**config.mk**
```make
export PLATFORM = sky130hd
export DESIGN_NAME = mnist_pattern_streamer
export DESIGN_NICKNAME = d
export VERILOG_FILES = /design/src/rtl/mnist_pattern_streamer.sv
export SDC_FILE = /design/constraint.sdc
export NUM_CORES = 1
export LEC_CHECK = 0
export BUFFER_PORTS_ARGS = -buffer_cell sky130_fd_sc_hd__buf_2
export CAP_MARGIN = 25
export CORE_UTILIZATION = 25
export CTS_CLUSTER_SIZE = 16
export DETAILED_ROUTE_END_ITERATION = 8
export PLACE_DENSITY_LB_ADDON = 0.1
export SYNTH_ARGS = -nofsm -noshare
export SYNTH_HDL_FRONTEND = slang
export SYNTH_SLANG_ARGS = --single-unit
```
**constraint.sdc**
```tcl
create_clock -name clk -period 3.75 [get_ports clk]
set_input_delay 0.75 -clock clk [delete_from_list [all_inputs] [get_ports clk]]
set_output_delay 0.75 -clock clk [all_outputs]
set_load 0.01 [all_outputs]
```
**src/rtl/mnist_pattern_streamer.sv**
```systemverilog
// mnist_pattern_streamer: replays stored frames byte-per-cycle into a classifier and
// filters its captured outputs into a debounced valid/stable result.
`default_nettype none

module mnist_pattern_streamer #(
  parameter int NUM_PATTERNS    = 4,
  parameter int BYTES_PER_FRAME = 32,
  parameter int DWELL_CYCLES    = 6000000,
  parameter int LATCH_OFFSET    = 1,
  parameter int STABLE_FRAMES   = 3,
  parameter int DISCARD_FRAMES  = 1
) (
  input  logic                                          clk,
  input  logic                                          rst_n,
  input  logic                                          mode_auto,
  input  logic                                          sel_next,
  input  logic                                          pat_wr_en,
  input  logic [$clog2(NUM_PATTERNS*BYTES_PER_FRAME)-1:0] pat_wr_addr,
  input  logic [7:0]                                    pat_wr_data,
  input  logic [3:0]                                    dut_index,
  input  logic [7:0]                                    dut_value,
  output logic [7:0]                                    stream_byte,
  output logic                                          frame_start,
  output logic [$clog2(NUM_PATTERNS)-1:0]               pattern_id,
  output logic [3:0]                                    result_index,
  output logic [7:0]                                    result_value,
  output logic                                          result_valid,
  output logic                                          result_stable
);

  localparam int AW = $clog2(NUM_PATTERNS*BYTES_PER_FRAME);
  localparam int SW = $clog2(BYTES_PER_FRAME);
  localparam int PW = $clog2(NUM_PATTERNS);
  localparam int DW = $clog2(DWELL_CYCLES+1);
  localparam int CW = $clog2(STABLE_FRAMES+1);
  localparam int XW = $clog2(DISCARD_FRAMES+2);
  localparam logic [PW-1:0] LAST_PID = PW'(NUM_PATTERNS-1);

  logic [7:0]    mem_q [NUM_PATTERNS*BYTES_PER_FRAME];

  logic [SW-1:0] slot_q,    slot_d;
  logic [DW-1:0] dwell_q,   dwell_d;
  logic          pend_q,    pend_d;
  logic [PW-1:0] pid_q,     pid_d;
  logic [7:0]    sbyte_q;
  logic          fstart_q;
  logic [3:0]    ridx_q,    ridx_d;
  logic [7:0]    rval_q,    rval_d;
  logic          rvalid_q,  rvalid_d;
  logic          rstable_q, rstable_d;
  logic [CW-1:0] scnt_q,    scnt_d;
  logic [XW-1:0] disc_q,    disc_d;
  logic          sel_q;

  logic          wrap, dwell_hit, sel_rise, req, switch_now, cap;
  logic [AW-1:0] rd_addr;

  // Byte count is a power of two, so the frame address is a plain concatenation.
  assign rd_addr = {pid_q, slot_q};

  always_comb begin
    wrap       = (slot_q == SW'(BYTES_PER_FRAME-1));
    dwell_hit  = mode_auto && !pend_q && (dwell_q == DW'(DWELL_CYCLES-1));
    sel_rise   = sel_next && !sel_q;
    req        = mode_auto ? dwell_hit : sel_rise;
    switch_now = wrap && pend_q;
    cap        = (slot_q == SW'(LATCH_OFFSET));

    slot_d = slot_q + 1'b1;

    // Dwell restarts from the switch itself: the count idles at zero while a
    // switch waits for the frame boundary, so each dwell is a whole number of frames.
    if (!mode_auto || pend_q || dwell_hit) dwell_d = '0;
    else                                   dwell_d = dwell_q + 1'b1;

    pend_d = switch_now ? req : (pend_q || req);

    pid_d = pid_q;
    if (switch_now) pid_d = (pid_q == LAST_PID) ? '0 : pid_q + 1'b1;

    ridx_d    = ridx_q;
    rval_d    = rval_q;
    rvalid_d  = rvalid_q;
    rstable_d = rstable_q;
    scnt_d    = scnt_q;
    disc_d    = disc_q;

    if (switch_now) begin
      rvalid_d  = 1'b0;
      rstable_d = 1'b0;
      scnt_d    = '0;
      disc_d    = '0;
    end else if (cap) begin
      if (disc_q < XW'(DISCARD_FRAMES)) begin
        disc_d = disc_q + 1'b1;
      end else begin
        ridx_d   = dut_index;
        rval_d   = dut_value;
        rvalid_d = 1'b1;
        if (rvalid_q && (dut_index == ridx_q))
          scnt_d = (scnt_q == CW'(STABLE_FRAMES)) ? scnt_q : scnt_q + 1'b1;
        else
          scnt_d = CW'(1);
        rstable_d = (scnt_d == CW'(STABLE_FRAMES));
      end
    end
  end

  // Frame memory survives reset; nonblocking write gives read-old-data on collision.
  always_ff @(posedge clk) begin
    if (pat_wr_en) mem_q[pat_wr_addr] <= pat_wr_data;
  end

  always_ff @(posedge clk or negedge rst_n) begin
    if (!rst_n) begin
      slot_q    <= '0;
      dwell_q   <= '0;
      pend_q    <= 1'b0;
      pid_q     <= '0;
      sbyte_q   <= '0;
      fstart_q  <= 1'b0;
      ridx_q    <= '0;
      rval_q    <= '0;
      rvalid_q  <= 1'b0;
      rstable_q <= 1'b0;
      scnt_q    <= '0;
      disc_q    <= '0;
      sel_q     <= 1'b0;
    end else begin
      slot_q    <= slot_d;
      dwell_q   <= dwell_d;
      pend_q    <= pend_d;
      pid_q     <= pid_d;
      sbyte_q   <= mem_q[rd_addr];
      fstart_q  <= (slot_q == '0);
      ridx_q    <= ridx_d;
      rval_q    <= rval_d;
      rvalid_q  <= rvalid_d;
      rstable_q <= rstable_d;
      scnt_q    <= scnt_d;
      disc_q    <= disc_d;
      sel_q     <= sel_next;
    end
  end

  assign stream_byte   = sbyte_q;
  assign frame_start   = fstart_q;
  assign pattern_id    = pid_q;
  assign result_index  = ridx_q;
  assign result_value  = rval_q;
  assign result_valid  = rvalid_q;
  assign result_stable = rstable_q;

endmodule

`default_nettype wire

```
==> Word level (Yosys, flattened, before mapping) <==
Memories as Yosys holds them, arrays and structs flattened. A register that Yosys moved wholly into a read port is not among the register bits.
Index checks and enable logic that the tools add are counted.
Widths: inputs -> output; s select.
{ "totals": {"elab_cells": 70, "memories": 1, "regBits": 51, "mem_bits_rw": 1024, "input_bits": 32} }
{ "classes": {"eq_ne": 8, "reduce_logical": 18, "order_cmp": 1, "bitwise": 2, "mux": 23, "addsub": 5} }
{ "mem_list": {"columns": ["name", "depth", "width", "rd", "rd_ports_with_merged_regs", "write_ports", "line", "source"], "rows": [
  ["mem_q", 128, 8, 1, 1, 1, "39", "logic [7:0] mem_q [NUM_PATTERNS*BYTES_PER_FRAME];"]
]} }
{ "ops": {"columns": ["operator", "count"], "rows": [
  ["$mux 2", 12],
  ["$add 23x1->23 const B", 1],
  ["$eq 23x23->1 const B", 1],
  ["$mux 23", 1],
  ["$mux 1", 10],
  ["$add 2x1->2 const B", 3],
  ["$eq 2x2->1 const B", 3],
  ["$add 5x1->5 const B", 1],
  ["$eq 5x1->1 const B", 1],
  ["$eq 5x5->1 const B", 1],
  ["$logic_and 1x1->1", 5],
  ["$logic_not 5->1", 1],
  ["$eq 4x4->1", 1],
  ["$logic_not 1->1", 4],
  ["$reduce_and 2->1", 2],
  ["$reduce_bool 2->1", 2],
  ["$logic_or 1x1->1", 3],
  ["$reduce_and 3->1", 1],
  ["$lt 2x1->1 const B", 1],
  ["$ne 2x2->1 const B", 1],
  ["$not 1->1", 2]
]} }

==> Depth between registers and ports, before layout <==
{ "depth": {"word_depth": 10, "ltp_mapped": 12, "ltp_nobuf": 6} }

==> Worst setup path before layout <==
Ideal clock, no wire load.
{ "synth_timing": {"kind": "register to register", "from": "reg slot_q[1]", "to": "reg ridx_q[0], in the netlist result_index[0]", "setup_slack_ns": 0.776, "arrival_time_ns": 2.849, "n_path_buf": 6, "path_stages_with_launch": 12, "synth_period_minus_slack_ns": 2.974, "cell_sequence": "dfrtp_1 buf_4 buf_2 buf_2 buf_2 buf_2 inv_1 ha_1 nor4bb_1 and2_1 buf_2 mux2_2"} }
{ "synth_via": {"elab_chain_len": 4, "word_cells_on_any_way": 5} }
{ "synth_rtl": {"columns": ["item", "line", "source"], "rows": [
  ["start: declaration", "41", "logic [SW-1:0] slot_q, slot_d;"],
  ["start signal: assignment", "130", "slot_q <= slot_d;"],
  ["$eq 5x5->1", "62", "wrap = (slot_q == SW'(BYTES_PER_FRAME-1));"],
  ["$logic_and 1x1->1", "66", "switch_now = wrap && pend_q;"],
  ["$not 1->1 (no line)", null, null],
  ["$reduce_and 3->1 (no line) *", null, null],
  ["end signal: assignment", "136", "ridx_q <= ridx_d;"],
  ["end: declaration", "47", "logic [3:0] ridx_q, ridx_d;"]
]} }
Every way passes the cells marked *; elsewhere a longest branch is shown, timed or not.
A chain may end at the register's enable or synchronous reset.

==> impl_metrics.tcl <==
set metrics [dict create \
    period_needed_ps 3490 \
    die_w_um 413.5 \
    gp_congestion 0.7686 \
    clk-insertion-delay-late_ps 750 \
    hold_viol_final 0 \
    syn_area_sq_um 42330 \
    cts_tree "built" \
    grt_max_degree 129 \
    routed-via-count 22080 \
    synth_nets 2174 \
    cp-start-kind "register" \
    drt-total-wl_um 131300 \
    critical_path_class "register to register" \
    worstMarginPinSlew_ps 1071 \
    drv_slew 0 \
    synth.yosys.warnings 0 \
    ys_ff_latch 1083 \
    dr.pass1.iters 5 \
    io_buffers 56 \
    cts_root_buf "clkbuf_16" \
    ys_seq_area_frac 0.7613 \
    fmax_mhz 286.5 \
    fin_area_sq_um 51150 \
    drc_errors 0 \
    timing.rr.end "stream_byte[6]" \
    antenna_found_initial 14 \
    drt-vias-per-instance 4.642 \
    first_global_vias 22960 \
    synth_cell_type_count 56 \
    end_kind "register" \
    yosys.area.top_type "edfxtp_1" \
    synth-edff-count 1024 \
    crit_start "slot_q[0]" \
    tns_ps 0 \
    power_density_nw_per_um2 509.0 \
    post_dp_cell_area_sq_um 46940 \
    core_area_sq_um 167600 \
    detail-route-antenna-nets 0 \
    endpoint "stream_byte[6]" \
    drive_gt1_frac 0.2936 \
    cts.clk_slew.worst_paths_ps 60 \
    clockBufferDepth 3 \
    gr-total-overflow 0 \
    slew_headroom 0.2844 \
    finalCritPeriodShare 0.9307 \
    rr_startpoint "slot_q[0]" \
    hpwl_um 83510 \
    hold_class "input port to register" \
    drt_iter0_markers 1862 \
    routedWlPerCell_um 27.61 \
    cts_made_buffers 120 \
    grt_usage 0.1529 \
    area_growth_pct 20.84 \
    avgSynthCellArea_sq_um 19.83 \
    critPathArrivalTime_ps 4080 \
    status "complete, no violations" \
    die_height_um 413.5 \
    reg2reg_slack_ps 260 \
    synth_area_leaders "edfxtp_1 73%, mux4_2 11%, dfrtp_1 3.5%, mux2i_1 3.0%, nor2_1 1.5%" \
    cp.required_ps 4340 \
    nets 2479 \
    setup_viol 0 \
    power.leakage_nw 17.03 \
    num_rows 150 \
    path_max_fanout 27 \
    synth.top_cell.area_share 0.7264 \
    postCtsHoldBufs 0 \
    synthFlopType "edfxtp_1" \
    synthArstFlopShare 0.05448 \
    clkSinkCount 1083 \
    ios 57 \
    dieArea_sq_um 171000 \
    ir_drop_v 0.0003551 \
    syn_inst 2135 \
    fin_worst_skew_ps 39.81 \
    initial_utilization 0.2526 \
    grt_pass1_wl_um 181800 \
    maxCapViolations 0 \
    r2r_cells 8 \
    htree_levels 3 \
    rsz0062_at_grt "false" \
]
-- timing repair --
action                                  CTS  global route
endpoints found under the setup margin    0             1
setup buffers                             0             1
gates resized for setup                   0             0
-- cells by family (layout without fill, tap and decap cells) --
logic type / Yosys count / in the layout / share of synthesized area
compound gates: 198 / 198 / 0.03473
xor+xnor: 28 / 28 / 0.005793
fa+ha+maj: 7 / 7 / 0.002069
buf+inv: 134 / 547 / 0.01714
flops: 1083 / 1083 / 0.7613
mux: 356 / 356 / 0.1444
other cells: 0 / 4 / 0
simple gates: 329 / 329 / 0.03455
-- state kept, by name, summed over array words and instances, names as in the netlist --
name and cells:
pattern_id 2, pend_q 1, stream_byte 8, mem_q 1024, result_index 4, slot_q 5, sel_q 1, scnt_q 2
result_stable 1, frame_start 1, result_valid 1, disc_q 2, result_value 8, dwell_q 23
-- how the worst min path moves through the flow --
| stage | depth (start not counted) | startpoint | slack [ps] | end |
|---|---|---|---|---|
| after CTS | 1 | sel_next | 60 | sel_q |
| after detailed placement | 1 | dwell_q[0] | 440 | dwell_q[0] |
| final | 1 | sel_next | 140 | sel_q |
| after global placement | 1 | dwell_q[0] | 440 | dwell_q[0] |
| after floorplan | 1 | dwell_q[0] | 420 | dwell_q[0] |
| after global routing | 1 | sel_next | 70 | sel_q |
-- Yosys cell counts (19+ instances only) --
master and n:
mux4_2 201, o22ai_1 19, a21oi_1 34, buf_6 20, dfrtp_1 59, edfxtp_1 1024
a22oi_1 21, o221ai_1 38, buf_2 25, nor2_1 173, nand3_1 26, clkbuf_1 63
a211oi_1 27, mux2_2 27, nand2_1 56, mux2i_1 128
-- layout make-up --
cell class	count	area, sq um
fill	16290	116400
sequential	1083	32240
multi-input combinational	918	9409
clock buffer	151	3262
tap	2204	2758
timing repair buffer	307	2545
clock inverter	79	893.4
inverter	10	37.54
antenna	4	10.01
-- power breakdown --
group	internal [W]	leakage (nW)	switching, W
sequential	0.0133	9.98	0.0000133
clock	0.00733	2.04	0.00499
combinational	0.0000788	5.00	0.000351
-- worst max-delay path, cell delays in order, from the launching register on --
cell and delay (ps):
dfrtp_4 740, buf_12 310, mux4_2 590, a22o_1 280, a211oi_1 520, a21oi_1 240
a22oi_1 320, buf_4 170, o22ai_1 70
-- cell usage in the layout (no fill, tap or decap), types with 27 or more instances in the layout --
| cell | count |
|---|---|
| buf_4 | 232 |
| edfxtp_1 | 1024 |
| clkinv_2 | 32 |
| nor2_1 | 172 |
| dfrtp_1 | 54 |
| buf_12 | 27 |
| nand2_1 | 56 |
| mux2i_1 | 128 |
| buf_2 | 47 |
| mux2_2 | 27 |
| o221ai_1 | 38 |
| a21oi_1 | 34 |
| clkbuf_16 | 122 |
| a211oi_1 | 27 |
| mux4_2 | 201 |
-- per-layer routing --
layer | GRT usage | up-vias | share of wire
met5 | 0 | - | 0.00043
met4 | 0.04301 | 10 | 0.027
met3 | 0.02886 | 200 | 0.050
met2 | 0.2420 | 564 | 0.47
met1 | 0.2131 | 11920 | 0.46
li1 | - | 9383 | -
-- stage by stage --
step | std cells | setup slack [ps] | hold WS [ps] | power [W] | utilization
final | 4756 | 259.7 | 138.3 | 0.02604 | 0.3052
after global routing | 4753 | 152.8 | 71.34 | 0.02680 | 0.3052
after CTS | 4750 | 84.70 | 58.56 | 0.02639 | 0.3049
after detailed placement | 4520 | 77.44 | 442.7 | 0.01399 | 0.2801
after global placement | 4520 | 2.844 | 442.0 | 0.01397 | 0.2801
after floorplan | 2135 | 776.3 | 424.5 | 0.01361 | -
No activity file was read; power rests on OpenSTA's default activity.
